$ cat config.mk
export PLATFORM = sky130hd
export DESIGN_NAME = hazard_stall_unit
export DESIGN_NICKNAME = d
export VERILOG_FILES = /design/src/rtl/hazard_pkg.sv /design/src/rtl/mem_wait_counter.sv /design/src/rtl/hazard_stall_unit.sv
export SDC_FILE = /design/constraint.sdc
export NUM_CORES = 1
export LEC_CHECK = 0
export BUFFER_PORTS_ARGS = -buffer_cell sky130_fd_sc_hd__clkbuf_2
export CAP_MARGIN = 20
export CORE_AREA = 3 3 40 42
export DETAILED_ROUTE_END_ITERATION = 6
export DIE_AREA = 0 0 43 45
export PLACE_DENSITY = 0.4
export SETUP_SLACK_MARGIN = 0.3
export SYNTH_ARGS = -nofsm -noshare
export SYNTH_HDL_FRONTEND = slang
export SYNTH_SLANG_ARGS = --single-unit
$ cat constraint.sdc
create_clock -name clk -period 1.2 [get_ports clk]
set_clock_uncertainty 0.05 [all_clocks]
set_input_delay 0.24 -clock clk [delete_from_list [all_inputs] [get_ports clk]]
set_output_delay 0.24 -clock clk [all_outputs]
set_load 0.01 [all_outputs]
$ cat src/rtl/hazard_pkg.sv
// Shared types and constants for the hazard/stall control block and the
// pipeline stage registers it drives.
package hazard_pkg;

    typedef enum logic [1:0] {
        RUN     = 2'd0,
        WAIT    = 2'd1,
        RELEASE = 2'd2
    } hazard_state_t;

    // Counter width sized for the largest legal MEM_CYCLES (16).
    localparam int MEM_CNT_W = 4;

    // Control bundle written into a stage register when a bubble is inserted.
    typedef struct packed {
        logic reg_write;
        logic mem_read;
        logic mem_write;
        logic branch;
    } stage_ctrl_t;

    localparam stage_ctrl_t NOP_CTRL = '{reg_write: 1'b0, mem_read: 1'b0,
                                         mem_write: 1'b0, branch: 1'b0};

    function automatic int mem_cnt_w(input int mem_cycles);
        return (mem_cycles <= 2) ? 1 : $clog2(mem_cycles);
    endfunction

endpackage

$ cat src/rtl/mem_wait_counter.sv
// Loadable down-counter tracking the remaining frozen cycles of a
// multi-cycle memory access.
module mem_wait_counter #(
    parameter int W = hazard_pkg::MEM_CNT_W
) (
    input  logic         clk,
    input  logic         rst,
    input  logic         load,
    input  logic [W-1:0] load_val,
    input  logic         dec,
    output logic         zero
);

    logic [W-1:0] cnt;

    always_ff @(posedge clk or posedge rst) begin
        if (rst)
            cnt <= '0;
        else if (load)
            cnt <= load_val;
        else if (dec)
            cnt <= cnt - W'(1);
    end

    assign zero = (cnt == '0);

endmodule

$ cat src/rtl/hazard_stall_unit.sv
// Stall/flush/bubble control for hazards forwarding cannot cover: load-use,
// taken branches resolved in EX, and multi-cycle memory freezes.
module hazard_stall_unit
    import hazard_pkg::*;
#(
    parameter int MEM_CYCLES = 2,
    parameter int REG_ADDR_W = 3
) (
    input  logic                  clk,
    input  logic                  rst,
    input  logic                  id_ex_mem_read,
    input  logic [REG_ADDR_W-1:0] id_ex_rdest,
    input  logic [REG_ADDR_W-1:0] if_id_rsrc,
    input  logic [REG_ADDR_W-1:0] if_id_rdest,
    input  logic                  if_id_uses_rsrc,
    input  logic                  if_id_uses_rdest,
    input  logic                  ex_mem_multi,
    input  logic                  branch_taken,
    output logic                  pc_write,
    output logic                  if_id_write,
    output logic                  id_ex_write,
    output logic                  ex_mem_write,
    output logic                  if_id_flush,
    output logic                  id_ex_bubble,
    output logic                  mem_wb_bubble,
    output logic                  busy
);

    localparam int CW = mem_cnt_w(MEM_CYCLES);
    localparam logic [CW-1:0] LOAD_VAL = CW'((MEM_CYCLES > 2) ? MEM_CYCLES - 3 : 0);

    hazard_state_t state;
    logic          cnt_zero;
    logic          freeze;
    logic          load_use;
    logic          enter_freeze;

    assign enter_freeze = (state == RUN) && ex_mem_multi;
    assign freeze       = enter_freeze || (state == WAIT);

    assign load_use = id_ex_mem_read &&
                      ((if_id_uses_rsrc  && (id_ex_rdest == if_id_rsrc)) ||
                       (if_id_uses_rdest && (id_ex_rdest == if_id_rdest)));

    mem_wait_counter #(.W(CW)) u_cnt (
        .clk      (clk),
        .rst      (rst),
        .load     (enter_freeze && (MEM_CYCLES > 2)),
        .load_val (LOAD_VAL),
        .dec      ((state == WAIT) && !cnt_zero),
        .zero     (cnt_zero)
    );

    always_ff @(posedge clk or posedge rst) begin
        if (rst) begin
            state <= RUN;
        end else begin
            unique case (state)
                RUN: begin
                    if (ex_mem_multi)
                        state <= (MEM_CYCLES == 2) ? RELEASE : WAIT;
                end
                WAIT: begin
                    if (cnt_zero)
                        state <= RELEASE;
                end
                // Same instruction still in MEM, so ex_mem_multi is ignored here.
                RELEASE: state <= RUN;
                default: state <= RUN;
            endcase
        end
    end

    always_comb begin
        pc_write      = 1'b1;
        if_id_write   = 1'b1;
        id_ex_write   = 1'b1;
        ex_mem_write  = 1'b1;
        if_id_flush   = 1'b0;
        id_ex_bubble  = 1'b0;
        mem_wb_bubble = 1'b0;
        busy          = 1'b0;
        if (rst) begin
            pc_write     = 1'b0;
            if_id_write  = 1'b0;
            id_ex_write  = 1'b0;
            ex_mem_write = 1'b0;
        end else if (freeze) begin
            // EX is held, so any branch/load-use is re-presented after the freeze.
            pc_write      = 1'b0;
            if_id_write   = 1'b0;
            id_ex_write   = 1'b0;
            ex_mem_write  = 1'b0;
            mem_wb_bubble = 1'b1;
            busy          = 1'b1;
        end else if (branch_taken) begin
            if_id_flush  = 1'b1;
            id_ex_bubble = 1'b1;
        end else if (load_use) begin
            pc_write     = 1'b0;
            if_id_write  = 1'b0;
            id_ex_bubble = 1'b1;
        end
    end

endmodule

==> results.sh, run 1 <==
export IMPL_status="complete, but fails checks"
export IMPL_violations="setup timing"
export IMPL_largest_register="state"
export IMPL_die_w_um=43
export IMPL_first_iter_violations=0
export IMPL_dp_cells=58
export IMPL_synth_seq_cells=1
export IMPL_fin_util_pct=33.2
export IMPL_diodes=0
export IMPL_largest_reg_flops=1
export IMPL_worstSkewPairLatency_ps=0
export IMPL_critPathLaunchType="primary input"
export IMPL_rows=13
export IMPL_max_slew_worst_pin_slew_ps=219
export IMPL_total_leakage_power_nw=0.219
export IMPL_layout_common_cells="clkbuf_2 (10), buf_6 (10), xnor2_2 (4), buf_2 (3)"
export IMPL_area_growth_syn_to_layout_pct=153
export IMPL_fp_dieH_um=45
export IMPL_post_cts_buffers=0
export IMPL_crit_type="in -> out"
export IMPL_drc_errors=0
export IMPL_setup_viol=3
export IMPL_worstHoldPathType="in -> async"
export IMPL_wl_per_cell_um=8.78
export IMPL_grtUsageMet3_pct=1.20
export IMPL_end_kind="output pin"
export IMPL_crit_required_ps=910
export IMPL_final_area_um2=427
export IMPL_yosysWarnings=0
export IMPL_drv_cap=0
export IMPL_crit_fanout=2
export IMPL_top_regs="state: 1 flops"
export IMPL_synth_seq_area_share_pct=14.8
export IMPL_nNetsFinal=61
export IMPL_syn_nets=37
export IMPL_die_area_um2=1940
export IMPL_grt_pass1_vias=197
export IMPL_syn_area_um2=169
export IMPL_layout_drive_gt1_share_pct=81.4
export IMPL_grt_max_degree=6
export IMPL_yosysTopAreaCell="xnor2_1"
export IMPL_global_route_usage_met1_pct=6.95
export IMPL_arrival_ps=1030
export IMPL_min_period_ps=1320
export IMPL_placed_cell_area_um2=324
export IMPL_grtUsageMet2_pct=8.08
export IMPL_grt_ovfl_total=0
export IMPL_period_share_pct=110
export IMPL_route_final_wire_length_um=509
export IMPL_track_usage_pct=4.90
export IMPL_synthTopCellsByArea="xnor2_1 (31%), dfrtp_1 (15%), buf_4 (13%)"
export IMPL_start_util_pct=13.1
export IMPL_final_hold_viol_count=0
export IMPL_synth_area_per_cell_um2=8.04
export IMPL_fin_ws_ps=-116
export IMPL_place_gp_congestion=0.580
export IMPL_vias_per_cell=3.90
export IMPL_grt_setup_unrepaired="true"
export IMPL_maxSlewHeadroom_pct=85.4
export IMPL_powerDensity_nw_per_um2=449
export IMPL_vias=226
export IMPL_ant_nets=0
export IMPL_path_clk_slew_ps=0
export IMPL_fillers=135
export IMPL_ys_types=12
export IMPL_ioPinCount=24
export IMPL_vdd_drop_max_mv=0.115
export IMPL_busiest_layer="met2"
export IMPL_grt_antenna_before_repair=0
export IMPL_firstDrtPassIters=1
export IMPL_total_power_w=0.000192
export IMPL_yosysTopAreaCellShare_pct=31.1
export IMPL_stdcell_count=58
export IMPL_syn_inst=21
export IMPL_portBuffers=23
export IMPL_grt_pass1_wl_um=772
export IMPL_fmax_mhz=760
export IMPL_core_um2=1280
export IMPL_slew_viol_final=0
export IMPL_dp_slack_ps=-147
[synthesized netlist by cell type, drive strengths merged]
master and instances:
a311oi 1, a31o 1, and2 1, buf 3
dfrtp 1, inv 2, nand2 1, nand4 2
nor2 1, nor2b 1, nor3 1, xnor2 6
[per-stage QoR]
step	hold WS [ps]	TNS, ps
after detailed placement	119	-396
final	122	-295
after global placement	125	-400
after CTS	126	-396
after global routing	143	-599
after floorplan	-72.5	-74.7
[routing by layer]
layer / share of wire [%] / wire [um]
met5: 0 / 0
met4: 0 / 0
met3: 23 / 116
met2: 44 / 222
met1: 33 / 170
[cell type report]
type / instances / area, um2 / share of cell area [%]
Multi-Input combinational cell: 15 / 175 / 41.1
Timing Repair Buffer: 25 / 200 / 46.9
Tap cell: 15 / 18.8 / 4.40
Sequential cell: 1 / 25.0 / 5.87
Inverter: 2 / 7.51 / 1.76
[final timing paths]
| path | to | cells past startpoint | slack (ps) | startpoint |
|---|---|---|---|---|
| worst max-delay path | pc_write | 6 | -120 | id_ex_rdest[0] |
| worst min-delay path | state[1] | 2 | 120 | rst |
| worst max register to register | state[1] | 1 | 460 | state[1] |
| worst min register to register | state[1] | 1 | 420 | state[1] |
| max in group asynchronous | state[1] | 2 | 870 | rst |
| min in group clk | state[1] | 1 | 420 | state[1] |
[kinds of logic (layout without fill, tap and decap cells)]
group                     Yosys count  after routing  synth area share [%]
AOI/OAI and AO/OA                   2              2                  14.1
and+or+nand+nor                     7              7                  22.2
DFF                                 1              1                  14.8
xor gates and xnor gates            6              6                  31.1
buffers and inverters               5             27                  17.8
[power breakdown]
group / total (W) / internal, W / switching, W
Sequential: 0.0000384 / 0.0000367 / 0.00000171
Clock: 0 / 0 / 0
Combinational: 0.000153 / 0.0000934 / 0.0000597
[critical path, cell delays in order]
cell      delay, ps
buf_8           100
xnor2_2         120
nand4_1         100
nand2_2          70
a311oi_2        220
buf_2           180
[repair_timing]
| action | in CTS | in global routing |
|---|---|---|
| resized for setup | 3 | 28 |
| pin swaps | 2 | 1 |
| endpoints found under the setup margin | 8 | 8 |
| hold buffers | 0 | 0 |
(Power assumes the default switching activity.)
==> run 2: changes to the inputs <==
--- a/config.mk
+++ b/config.mk
@@ -10,6 +10,7 @@
 export CORE_AREA = 3 3 40 42
 export DETAILED_ROUTE_END_ITERATION = 6
 export DIE_AREA = 0 0 43 45
+export GPL_TIMING_DRIVEN = 0
 export PLACE_DENSITY = 0.4
 export SETUP_SLACK_MARGIN = 0.3
 export SYNTH_ARGS = -nofsm -noshare
==> run 2 against run 1 <==
  * The run still ends with setup timing left
  * Die area did not move
  * Largest power group unchanged
  * Register-to-register slack barely moved
  * Sequential share of layout area fell by 0.25 points
  * Critical path depth rose by 1
  * Via count rose by 3.5%
  * Highest routed layer unchanged
==> results.sh, run 2 (same netlist as run 1, synthesis figures left out) <==
export IMPL_slowest_delay_ps=220
export IMPL_start_util_pct=13.1
export IMPL_nNetsFinal=63
export IMPL_fmax_mhz=727
export IMPL_dp_slack_ps=-241
export IMPL_seqCellArea_um2=25.0
export IMPL_grtUsageMet3_pct=1.20
export IMPL_multi_input_area_um2=168
export IMPL_path_clk_slew_ps=0
export IMPL_vias=234
export IMPL_largest_register="state"
export IMPL_period_share_pct=115
export IMPL_powerDensity_nw_per_um2=450
export IMPL_final_common_cell="buf_6"
export IMPL_crit_type="in -> out"
export IMPL_layout_drive_gt1_share_pct=80.0
export IMPL_grt_setup_unrepaired="true"
export IMPL_min_period_ps=1380
export IMPL_fin_util_pct=34.7
export IMPL_grt_pass1_wl_um=848
export IMPL_setup_viol=4
export IMPL_worstSkewPairLatency_ps=0
export IMPL_vdd_drop_max_mv=0.133
export IMPL_fillers=134
export IMPL_track_usage_pct=5.40
export IMPL_crit_required_ps=910
export IMPL_critPathLaunchType="primary input"
export IMPL_core_um2=1280
export IMPL_max_slew_worst_pin_slew_ps=224
export IMPL_holdBufCountCts=0
export IMPL_first_iter_violations=1
export IMPL_firstDrtPassIters=2
export IMPL_wl_per_cell_um=8.03
export IMPL_grt_max_degree=6
export IMPL_largest_reg_flops=1
export IMPL_final_area_um2=445
export IMPL_rows=13
export IMPL_worstHoldPathType="in -> async"
export IMPL_grt_antenna_before_repair=0
export IMPL_end_kind="output pin"
export IMPL_placed_cell_area_um2=339
export IMPL_crit_fanout=2
export IMPL_slew_viol_final=0
export IMPL_global_route_usage_met1_pct=6.71
export IMPL_diodes=0
export IMPL_die_area_um2=1940
export IMPL_die_w_um=43
export IMPL_drv_cap=0
export IMPL_grtUsageMet2_pct=10.2
export IMPL_drc_errors=0
export IMPL_ant_nets=0
export IMPL_fin_ws_ps=-176
export IMPL_layout_common_cells="buf_6 (11), clkbuf_2 (10), xnor2_1 (3), xnor2_2 (3), buf_2 (3)"
export IMPL_fp_dieH_um=45
export IMPL_status="complete, but fails checks"
export IMPL_grt_pass1_vias=214
export IMPL_area_growth_syn_to_layout_pct=164
export IMPL_path_cells="buf_6 -> xnor2_2 -> nand4_1 -> nand2_2 -> a311oi_2 -> buf_4 -> buf_6"
export IMPL_ioPinCount=24
export IMPL_busiest_layer="met2"
export IMPL_vias_per_cell=3.90
export IMPL_maxSlewHeadroom_pct=85.0
export IMPL_violations="setup timing"
export IMPL_top_regs="state: 1 flops"
export IMPL_route_final_wire_length_um=482
export IMPL_arrival_ps=1090
export IMPL_total_leakage_power_nw=0.227
export IMPL_portBuffers=23
export IMPL_critPathMostFrequentCell="buf_6"
export IMPL_final_hold_viol_count=0
export IMPL_cp_slowest_cell="a311oi_2"
export IMPL_grt_ovfl_total=0
export IMPL_place_gp_congestion=0.576
[run 2: area by class of cell]
type	instances	share of cell area, %
buffer	3	6.74
inverter	2	1.69
multi-input combinational	15	37.6
sequential	1	5.62
tap	15	4.21
timing repair buffer	24	44.1
[run 2: stage by stage]
stage / hold slack (ps) / cells / power (W) / setup TNS (ps)
6_report: 115 / 60 / 0.000201 / -398
3_3_place_gp: 117 / 59 / 0.000161 / -573
3_5_place_dp: 119 / 59 / 0.000161 / -595
5_1_grt: 144 / 60 / 0.000213 / -683
4_1_cts: 117 / 60 / 0.000176 / -580
2_1_floorplan: -72.5 / 21 / 0.000108 / -74.7
[run 2: repair_timing]
| action | CTS | global route |
|---|---|---|
| pin swaps | 2 | 1 |
| gates cloned | 0 | 0 |
| setup buffers | 1 | 0 |
| gates resized for setup | 5 | 23 |
| endpoints found under the setup margin | 8 | 8 |
[run 2: path summary, 6_finish.rpt]
kind,slack (ps),from,cells past startpoint,endpoint
min reg2reg,420,state[1],1,state[1]
min,120,rst,2,state[1]
max reg2reg,460,state[1],1,state[1]
max,-180,id_ex_rdest[1],7,pc_write
min in group clk,420,state[1],1,state[1]
max in group asynchronous,880,rst,2,state[1]
[run 2: worst max-delay path: cells and delay by family]
family,cells,cell delay (ps)
buf+inv,3,340
xor+xnor,1,120
simple gates,2,160
compound gates,1,220
[run 2: metal layers]
layer,up-vias,wire (um),part of all wire (%)
li1,119,-,-
met1,91,175,36
met2,24,188,39
met3,0,119,25
met4,0,0,0
met5,-,0,0
[run 2: report_power, final]
part           internal (W)  switching (W)  total [W]
Clock                     0              0          0
Sequential        0.0000367     0.00000168  0.0000383
Combinational      0.000102      0.0000602   0.000162
==> run 3: changes to the inputs <==
--- a/config.mk
+++ b/config.mk
@@ -5,14 +5,14 @@
 export SDC_FILE = /design/constraint.sdc
 export NUM_CORES = 1
 export LEC_CHECK = 0
-export BUFFER_PORTS_ARGS = -buffer_cell sky130_fd_sc_hd__clkbuf_2
 export CAP_MARGIN = 20
 export CORE_AREA = 3 3 40 42
 export DETAILED_ROUTE_END_ITERATION = 6
 export DIE_AREA = 0 0 43 45
-export GPL_TIMING_DRIVEN = 0
-export PLACE_DENSITY = 0.4
+export DONT_BUFFER_PORTS = 1
+export PLACE_DENSITY = 0.3
 export SETUP_SLACK_MARGIN = 0.3
+export SKIP_LAST_GASP = 1
 export SYNTH_ARGS = -nofsm -noshare
 export SYNTH_HDL_FRONTEND = slang
 export SYNTH_SLANG_ARGS = --single-unit
==> run 3 against run 2 <==
  * The flow now finishes without violations
  * Power fell by 38%
  * Critical path depth decreased by 2
  * Sequential power about the same
  * Critical path type unchanged
==> results.sh, run 3 (same netlist as run 1, synthesis figures left out) <==
export IMPL_ioPinCount=24
export IMPL_powerDensity_nw_per_um2=484
export IMPL_start_util_pct=13.1
export IMPL_fin_setup_tns_ps=0
export IMPL_layout_drive_gt1_share_pct=45.5
export IMPL_drc_errors=0
export IMPL_path_clk_slew_ps=0
export IMPL_grt_antenna_before_repair=0
export IMPL_total_leakage_power_nw=0.0957
export IMPL_vias_per_cell=3.97
export IMPL_power_internal_w=0.0000852
export IMPL_portBuffers=0
export IMPL_max_slew_worst_pin_slew_ps=215
export IMPL_largest_register="state"
export IMPL_critPathLaunchType="primary input"
export IMPL_grt_pass1_vias=158
export IMPL_final_area_um2=255
export IMPL_whs_ps=385
export IMPL_cp_slowest_cell="a311oi_2"
export IMPL_vdd_drop_max_mv=0.0854
export IMPL_diodes=0
export IMPL_grt_setup_unrepaired="true"
export IMPL_period_share_pct=98.5
export IMPL_clock_power_share_pct=0
export IMPL_drv_cap=0
export IMPL_first_iter_violations=2
export IMPL_crit_fanout=2
export IMPL_maxSlewHeadroom_pct=85.6
export IMPL_p_switching_w=0.0000384
export IMPL_grt_ovfl_total=0
export IMPL_area_growth_syn_to_layout_pct=51.1
export IMPL_place_gp_congestion=0.557
export IMPL_fp_dieH_um=45
export IMPL_rows=13
export IMPL_path_buf_inv=1
export IMPL_worstSkewPairLatency_ps=0
export IMPL_placed_cell_area_um2=216
export IMPL_grt_pass1_wl_um=621
export IMPL_fmax_mhz=846
export IMPL_route_final_wire_length_um=430
export IMPL_final_hold_viol_count=0
export IMPL_critPathTopFamily="compound AO/OA/AOI/OAI gates"
export IMPL_end_kind="output pin"
export IMPL_die_area_um2=1940
export IMPL_ant_nets=0
export IMPL_status="completed"
export IMPL_core_um2=1280
export IMPL_seq_power_share_pct=31.0
export IMPL_vias=147
export IMPL_worstHoldPathType="in -> reg"
export IMPL_setup_viol=0
export IMPL_largest_reg_flops=1
export IMPL_final_common_cell="xnor2_1"
export IMPL_slew_viol_final=0
export IMPL_crit_type="in -> out"
export IMPL_path_cells="xnor2_4 -> nand4_1 -> nand2_2 -> a311oi_2 -> buf_4"
export IMPL_arrival_ps=890
export IMPL_layout_common_cells="xnor2_1 (5), inv_1 (2), nand4_1 (2), buf_6 (2)"
export IMPL_crit_required_ps=910
export IMPL_track_usage_pct=3.90
export IMPL_top_regs="state: 1 flops"
export IMPL_grt_max_degree=6
export IMPL_fillers=147
export IMPL_nNetsFinal=40
export IMPL_comb_power_share_pct=69.0
export IMPL_wl_per_cell_um=11.6
export IMPL_firstDrtPassIters=2
export IMPL_die_w_um=43
export IMPL_swShare_pct=31.1
export IMPL_min_period_ps=1180
export IMPL_slowest_delay_ps=190
-- run 3: changes by cell type in the layout (fill, tap and decap cells not counted), sizes merged --
cell         before  now
dlygate4sd3       0    1
buf              17    3
clkbuf           10    0
-- run 3: per-layer routing --
layer,share of wire [%],track usage (%)
met5,0,0
met4,0,0
met3,7.9,0.797
met2,64,8.98
met1,28,3.59
-- run 3: stage by stage --
step           instances  utilization [%]  total power (W)  worst slack, ps
5_1_grt               37             19.9         0.000130            -32.0
3_5_place_dp          36             16.8         0.000112            -17.4
2_1_floorplan         21                -         0.000108            -74.7
6_report              37             19.9         0.000124             17.8
4_1_cts               37             18.4         0.000119             7.29
3_3_place_gp          36             16.8         0.000110             11.0
-- run 3: what timing repair did --
| action | CTS | global route |
|---|---|---|
| hold buffers | 1 | 0 |
| endpoints found under the setup margin | 8 | 8 |
| hold endpoints to repair | 1 | 0 |
| buffers inserted | 0 | 0 |
| pin swaps | 4 | 0 |
| resized for setup | 3 | 2 |
-- run 3: final timing paths --
| check | start | end | slack [ps] | cells past startpoint |
|---|---|---|---|---|
| min in group asynchronous | rst | state[1] | 470 | 2 |
| worst max register to register | state[1] | state[1] | 450 | 1 |
| worst min register to register | state[1] | state[1] | 430 | 1 |
| worst min-delay path | ex_mem_multi | state[1] | 380 | 1 |
| max in group asynchronous | rst | state[1] | 520 | 2 |
| worst max-delay path | if_id_rsrc[2] | if_id_write | 20 | 5 |
-- run 3: power groups by stage --
stage	Combinational [W]	Sequential, W	Clock, W
global placement	0.0000713	0.0000384	0
detailed placement	0.0000734	0.0000386	0
CTS	0.0000802	0.0000384	0
global route	0.0000915	0.0000385	0
floorplan	0.0000693	0.0000383	0
finish	0.0000853	0.0000384	0
-- run 3: cell type report --
cell class,count,area [um2],area share (%)
tap,15,18.8,7.35
timing repair buffer,4,40.0,15.7
sequential,1,25.0,9.80
multi-input combinational,15,164,64.2
inverter,2,7.51,2.94
